==> config.mk <==
export PLATFORM = sky130hd
export DESIGN_NAME = mux41_stream_arb
export DESIGN_NICKNAME = d
export VERILOG_FILES = /design/src/rtl/mux41_pkg.sv /design/src/rtl/rr_arb4.sv /design/src/rtl/mux41_stream_arb.sv
export SDC_FILE = /design/constraint.sdc
export NUM_CORES = 1
export LEC_CHECK = 0
export CAP_MARGIN = 20
export CORE_MARGIN = 10
export CORE_UTILIZATION = 40
export CTS_CLUSTER_SIZE = 20
export DETAILED_ROUTE_END_ITERATION = 10
export DONT_BUFFER_PORTS = 1
export GPL_TIMING_DRIVEN = 0
export PLACE_DENSITY_LB_ADDON = 0.12
export SLEW_MARGIN = 20
export SYNTH_ARGS = -nofsm -noshare
export SYNTH_HDL_FRONTEND = slang
export SYNTH_SLANG_ARGS = --single-unit
==> constraint.sdc <==
create_clock -name clk -period 2.95 [get_ports clk]
set_input_delay 0.59 -clock clk [delete_from_list [all_inputs] [get_ports clk]]
set_output_delay 0.59 -clock clk [all_outputs]
set_load 0.01 [all_outputs]
==> src/rtl/mux41_pkg.sv <==
// mux41_pkg: shared types and helpers for the 4:1 stream merger.
// Provides the input count, select width, request/select types and a one-hot decoder.
package mux41_pkg;

  localparam int NUM_IN = 4;
  localparam int SEL_W  = 2;

  typedef logic [SEL_W-1:0]  sel_t;
  typedef logic [NUM_IN-1:0] req_t;

  // Index of the set bit of a one-hot vector; 0 when no bit is set.
  function automatic sel_t onehot_to_idx(req_t oh);
    sel_t idx;
    idx = '0;
    for (int i = 0; i < NUM_IN; i++) begin
      if (oh[i]) idx = sel_t'(i);
    end
    return idx;
  endfunction

endpackage

==> src/rtl/rr_arb4.sv <==
// rr_arb4: combinational 4-way arbiter producing an at-most-one-hot grant.
// Ports: req (request vector), ptr (highest-priority index), grant (one-hot).
// Build option MUX41_FIXED_PRIO_EN: fixed priority, input 0 highest, ptr ignored.
module rr_arb4
  import mux41_pkg::*;
(
  input  req_t req,
  input  sel_t ptr,
  output req_t grant
);

`ifdef MUX41_FIXED_PRIO_EN

  logic unused_ptr;
  assign unused_ptr = ^ptr;

  always_comb begin
    grant = '0;
    for (int i = NUM_IN - 1; i >= 0; i--) begin
      if (req[i]) begin
        grant    = '0;
        grant[i] = 1'b1;
      end
    end
  end

`else

  sel_t idx;

  // Scan from the farthest offset down so the
  // requester closest to ptr is the last writer.
  always_comb begin
    grant = '0;
    idx   = '0;
    for (int k = NUM_IN - 1; k >= 0; k--) begin
      idx = ptr + sel_t'(k);
      if (req[idx]) begin
        grant      = '0;
        grant[idx] = 1'b1;
      end
    end
  end

`endif

endmodule

==> src/rtl/mux41_stream_arb.sv <==
// mux41_stream_arb: merges four valid/ready streams into one registered stream.
// Ports: clk, rst_n (async, active-low); in_valid/in_data/in_ready per source;
//        out_valid/out_data/out_sel/out_ready toward the sink.
// Build option MUX41_FIXED_PRIO_EN: fixed priority instead of round-robin.
module mux41_stream_arb
  import mux41_pkg::*;
#(
  parameter int DATA_W = 8
) (
  input  logic                     clk,
  input  logic                     rst_n,
  input  logic [NUM_IN-1:0]        in_valid,
  input  logic [NUM_IN*DATA_W-1:0] in_data,
  output logic [NUM_IN-1:0]        in_ready,
  output logic                     out_valid,
  output logic [DATA_W-1:0]        out_data,
  output logic [SEL_W-1:0]         out_sel,
  input  logic                     out_ready
);

  logic              can_load;
  logic              xfer;
  req_t              grant;
  sel_t              gidx;
  sel_t              ptr;
  logic [DATA_W-1:0] gdata;

  // Output slot is free when empty or being drained this cycle.
  assign can_load = !out_valid | out_ready;

`ifdef MUX41_FIXED_PRIO_EN
  assign ptr = '0;
`else
  sel_t rr_ptr;
  assign ptr = rr_ptr;
`endif

  rr_arb4 u_arb (
    .req   (in_valid),
    .ptr   (ptr),
    .grant (grant)
  );

  assign in_ready = grant & {NUM_IN{can_load}};
  assign xfer     = |in_ready;
  assign gidx     = onehot_to_idx(grant);

  always_comb begin
    gdata = '0;
    for (int i = 0; i < NUM_IN; i++) begin
      if (grant[i]) gdata = in_data[i*DATA_W +: DATA_W];
    end
  end

  always_ff @(posedge clk or negedge rst_n) begin
    if (!rst_n) begin
      out_valid <= 1'b0;
      out_data  <= '0;
      out_sel   <= '0;
    end else if (can_load) begin
      out_valid <= xfer;
      if (xfer) begin
        out_data <= gdata;
        out_sel  <= gidx;
      end
    end
  end

`ifndef MUX41_FIXED_PRIO_EN
  // Pointer moves just past the winner, wrapping 3 -> 0.
  always_ff @(posedge clk or negedge rst_n) begin
    if (!rst_n) begin
      rr_ptr <= '0;
    end else if (xfer) begin
      rr_ptr <= gidx + sel_t'(1);
    end
  end
`endif

endmodule
# After elaboration in Yosys (flattened, before gate mapping)
# Cells that the tools add are included.
[totals]
register_bits = 13
input_bits = 39
out_inout_bits = 15
[classes]
n_addsub = 4
n_lt_le_gt_ge = 8
mux = 27
bitwise_logic = 2
n_reduce_logical = 7
[ops]
columns = ["operator", "count"]
rows = [
  ["$mux 8", 4],
  ["$mux 4", 4],
  ["$lt 2x3->1 const B", 4],
  ["$mux 1", 9],
  ["$bmux 1 s2", 4],
  ["$demux 1 s2", 4],
  ["$ge 2x1->1 const B", 4],
  ["$add 2x1->2 const B", 2],
  ["$add 2x2->2 const B", 2],
  ["$and 4x4->4", 1],
  ["$logic_and 1x1->1", 4],
  ["$mux 2", 2],
  ["$reduce_or 4->1", 1],
  ["$reduce_and 2->1", 1],
  ["$logic_not 1->1", 1],
  ["$or 1x1->1", 1],
]

# Longest topological paths before layout
# Gate-level depths: netlist of run 1.
[logic_depth]
ltp_word = 13
ltp_mapped = 10

# By module
# Synthesis of run 1 repeated with hierarchy kept, for this count alone.
[hier_totals]
hier_cells = 141
hier_area_um2 = 1342.5
[by_module_without_submodules]
columns = ["module", "instances", "cells_per_inst", "area_per_inst_um2", "seq_area_each_um2"]
rows = [
  ["mux41_stream_arb", 1, 94, 929.6, 325.3],
  ["rr_arb4", 1, 47, 412.9, 0.0],
]

# Worst setup path after synthesis of run 1
# OpenSTA, ideal clock, no wires.
[synth_path]
path_type = "register -> output"
from = "register rr_ptr[0] (netlist: ptr[0])"
to = "output in_ready[0]"
arrival_time_ps = 2257
t_required_ps = 2360
setup_slack_ps = 103
stages_incl_launch_ff = 9
cell_sequence = "dfrtp_1 > buf_6 > inv_1 > ha_1 > mux4_1 > or3b_1 > a221o_1 > and2_1 > nor2_1"
[synth_between]
elab_chain_cells = 10
elab_cells_between_ends = 36
cone_classes = "add/sub (3); order compare (8); mux (20); bitwise (1); reduce/logical (4)"
[synth_lines]
columns = ["element", "line", "text"]
rows = [
  ["from (decl)", "mux41_stream_arb.sv:34", "sel_t rr_ptr;"],
  ["from (signal assigned)", "mux41_stream_arb.sv:75", "rr_ptr <= gidx + sel_t'(1);"],
  ["$add 2x2->2", "rr_arb4.sv:37", "idx = ptr + sel_t'(k);"],
  ["$lt 2x3->1 (implied by the code) or $ge 2x1->1 (tied branches)", "rr_arb4.sv:40", "grant[idx] = 1'b1;"],
  ["$logic_and 1x1->1 (implied by the code)", "rr_arb4.sv:40", ""],
  ["$mux 1 (implied by the code)", "rr_arb4.sv:40", ""],
  ["$demux 1 s2", "--", ""],
  ["$mux 4 (3 in series)", "rr_arb4.sv:38", "if (req[idx]) begin"],
  ["$mux 4 *", "rr_arb4.sv:38", ""],
  ["$and 4x4->4 *", "mux41_stream_arb.sv:44", "assign in_ready = grant & {NUM_IN{can_load}};"],
  ["to (decl)", "mux41_stream_arb.sv:14", "output logic [NUM_IN-1:0] in_ready,"],
]
# Every way passes the cells marked *; elsewhere a longest branch is shown, timed or not. The select of a mux whose other input is x is not followed.

# Worst setup path after layout of run 1
[layout_path]
from = "register rr_ptr[0] (netlist: ptr[0])"
to = "register out_data[0]"
[layout_between]
elab_chain_cells = 13
elab_cells_between_ends = 42
cone_classes = "add/sub (3); order compare (8); mux (24); bitwise (1); reduce/logical (6)"
[layout_lines]
columns = ["element", "line", "text"]
rows = [
  ["$add 2x2->2", "rr_arb4.sv:37", ""],
  ["$lt 2x3->1 (implied by the code) or $ge 2x1->1 (tied branches)", "rr_arb4.sv:40", ""],
  ["$logic_and 1x1->1 (implied by the code)", "rr_arb4.sv:40", ""],
  ["$mux 1 (implied by the code)", "rr_arb4.sv:40", ""],
  ["$demux 1 s2", "--", ""],
  ["$mux 4 (3 in series)", "rr_arb4.sv:38", ""],
  ["$mux 4 *", "rr_arb4.sv:38", ""],
  ["$mux 8 (4 in series)", "mux41_stream_arb.sv:51", "if (grant[i]) gdata = in_data[i*DATA_W +: DATA_W];"],
  ["to (signal assigned)", "mux41_stream_arb.sv:63", "out_data <= gdata;"],
  ["to (decl)", "mux41_stream_arb.sv:16", "output logic [DATA_W-1:0] out_data,"],
]
# Marked as above.
# A chain may end at the register's enable or synchronous reset.

==> flow_summary.yaml, run 1 <==
cts:
  ctsRootBufferMaster: "clkbuf_4"
  clk_pin_slew_worst_paths_ns: 0.09
  cts_tree: "done"
  cts_buffers: 3
  cts.sinks: 13
  h-tree-depth: 1
  clk_path_buf_depth: 2
  clock_latency_ns: 0.28
finish:
  fillers: 291
  drive_above_1_share_pct: 35.0
  area_delta_synth_final_pct: 21.2
  fin_nets: 208
  final_cell_area_mm2: 0.00158
  diodes: 0
global_route:
  track_usage_pct: 12.4
  grt_pass1_wl_mm: 6.09
  grt.overflow.total: 0
  grt_max_degree: 14
  antenna_found_initial: 0
  first_global_vias: 1130
critical_path:
  r2r_cells: 9
  endpoint_kind: "flop"
  rr_startpoint: "ptr[0]"
  cp.arrival_ns: 3.21
  cp.required_ns: 3.17
  critPathLaunchType: "flop"
  crit_path_end: "out_data[0]"
  critical_path.startpoint: "ptr[0]"
  crit_type: "flop to flop"
  ff2ff_setup_slack_ns: -0.03
  r2r_end: "out_data[0]"
  path_max_fanout: 8
detailed_routing:
  wire_per_inst_um: 19.2
  drt_wl_total_mm: 3.92
  drc: 0
  ant_nets: 0
  vias: 1164
  first_pass_iters: 4
  vias_per_cell: 5.71
  drt-initial-drc-count: 46
timing:
  maxSlewViolCount: 0
  timing.final.crit_period_ns: 2.98
  finClkSkew_ns: 0.0121
  worstMarginPinSlew_ns: 0.611
  fin_hold_ws_ns: 0.505
  tns_ns: -0.152
  relSlewSlack_pct: 59.1
  post-route-period-util_pct: 101
  fin_ws_ns: -0.0344
  hold_violations: 0
  clock.fmax_mhz: 335
  rsz0062_at_grt: "yes"
  setup_viol: 8
floorplanning:
  core_area_mm2: 0.00308
  io_pins: 54
  initial_core_util_pct: 42.3
  fp.dieH_um: 77.0
  row_count: 20
  die_area_mm2: 0.00593
  die_width_um: 77.0
worst_hold_path:
  hold_class: "input port to flop"
  hold_start: "out_ready"
pwr:
  ir_drop_uv: 756
  internal_power_mw: 1.41
  pwr-share-clk_pct: 4.1
  combPwrFrac_pct: 80.9
  power.switching_mw: 1.30
  finalPower_mw: 2.72
  power_density_mw_per_mm2: 1720
  sw_frac_of_total_pct: 48.0
  seq_power_share_pct: 14.9
  p_leak_nw: 0.689
placement:
  place.gp.congestion: 0.800
  place_area_mm2: 0.00136
  dpl.hpwl_mm: 3.05
  io_buffers: 0
logic_synthesis:
  synthCells: 144
  synth_top_area_share_pct: 25.0
  syn_avg_cell_area_um2: 9.04
  synth-seq-area-share_pct: 25.0
  yosysUniqueCellTypes: 38
  synth.top_cells.by_area: "dfrtp_1 25%, ha_1 7.7%, a32o_1 6.2%"
  synth.ff_latch_count: 13
  syn_area_mm2: 0.00130
  ys_warn_count: 0
  synth_top_cell_by_area: "dfrtp_1"
  synth_nets: 191
flow_run:
  drv_cap: 0
outcome:
  status: "complete, but fails checks"
  violations: "setup timing"
## through the flow
stage	util, %	worst slack (ns)	instances
after floorplan	-	0.103	144
after global placement	44.1	-0.276	188
after detailed placement	44.1	-0.274	188
after CTS	47.8	-0.0515	198
after global routing	51.2	-0.150	204
final	51.2	-0.0344	204
## final cells by class
cell class	count	area [µm²]	share of cell area (%)
buffer	7	97.6	6.19
clock buffer	4	26.3	1.67
inverter	19	78.8	5.00
multi-input combinational	103	883	56.0
sequential	13	328	20.8
tap	44	55.1	3.49
timing repair buffer	14	108	6.83
## layout by cell type, fill, tap and decap left out, types with 2 or more instances in the layout
master	instances
nor2_1	18
inv_1	17
buf_4	13
dfrtp_1	11
nand3_1	9
o21ai_0	8
a32o_1	8
ha_1	7
o2111ai_2	6
nand2_1	5
mux4_2	4
clkbuf_8	3
a21oi_1	3
clkbuf_4	3
a21oi_2	2
buf_6	2
nor3b_1	2
a211o_2	2
and2_1	2
o2111ai_1	2
a21o_1	2
dfrtp_2	2
## critical path, stage by stage (launching register included)
cell       delay [ns]
dfrtp_2          0.47
inv_6            0.08
ha_4             0.19
mux4_2           0.37
or3b_1           0.35
a221o_1          0.35
buf_4            0.14
a2111o_2         0.53
o2111ai_2        0.26
a32o_1           0.19
## kinds of logic (layout without fill, tap and decap cells)
logic type                 after synthesis  after routing  share of synthesized area [%]
DFF                                     13             13                           25.0
adders and majority gates                8              8                           7.69
and+or+nand+nor                         47             47                           18.2
muxes                                    6              6                           8.85
AOI/OAI and AO/OA                       42             42                           26.0
buffers and inverters                   28             44                           14.3
## power groups by stage
stage	clock (mW)	sequential (mW)	combinational (mW)
floorplan	0	0.381	1.44
global placement	0	0.410	1.76
finish	0.112	0.406	2.20
CTS	0.113	0.411	1.95
detailed placement	0	0.413	1.80
global route	0.118	0.419	2.39
## metal layers
layer | GRT usage [%] | part of all wire [%]
met5 | 0 | 0
met4 | 0.547 | 0.20
met3 | 5.24 | 11
met2 | 20.9 | 48
met1 | 15.0 | 41
## synth_stat cells
cell / number
mux4_2: 3
nor2_1: 20
mux2i_1: 1
mux2_2: 1
nand2b_1: 1
or3b_1: 1
inv_1: 19
o22ai_1: 1
a221o_1: 1
a32o_1: 8
and3_1: 1
dfrtp_1: 13
o2111ai_1: 8
buf_4: 1
clkbuf_8: 4
o21ai_2: 1
buf_6: 3
and2_1: 3
a2111o_1: 1
bufbuf_8: 1
mux4_1: 1
ha_1: 8
a21o_2: 1
a21o_1: 2
nor2b_1: 1
a21oi_1: 5
nor3_1: 1
o22a_4: 1
a31o_2: 1
nand3_1: 9
o21ai_0: 8
o22a_1: 1
and2_2: 1
o21a_1: 1
nand2_1: 5
a211o_2: 2
nor3_4: 1
nor3b_1: 3
## state kept, by name, summed over array words and instances (netlist names)
register	cells
out_data	8
out_sel	2
out_valid	1
ptr	2
## repair_timing
action / CTS / global route
pin swaps: 4 / 3
endpoints found under the hold margin: 13 / 0
setup buffers: 7 / 6
hold buffers: 1 / 0
cloned: 0 / 0
gates resized for setup: 16 / 12
endpoints found under the setup margin: 16 / 11
## worst min-delay path by stage
stage,slack (ns),to,depth (start not counted)
6_report,0.50,out_valid,2
5_1_grt,0.51,out_valid,2
4_1_cts,0.50,out_valid,2
3_5_place_dp,0.29,out_data[3],0
3_3_place_gp,0.29,out_data[3],0
2_1_floorplan,0.29,out_data[0],0
(Power assumes the default switching activity.)
==> run 2, diff against run 1 <==
CTS_CLUSTER_SIZE = 30   (was 20)
HOLD_SLACK_MARGIN = 0.08   (was unset)
==> results of run 2 <==
Same layout as run 1: the final DEF is identical, and so are final timing and power.
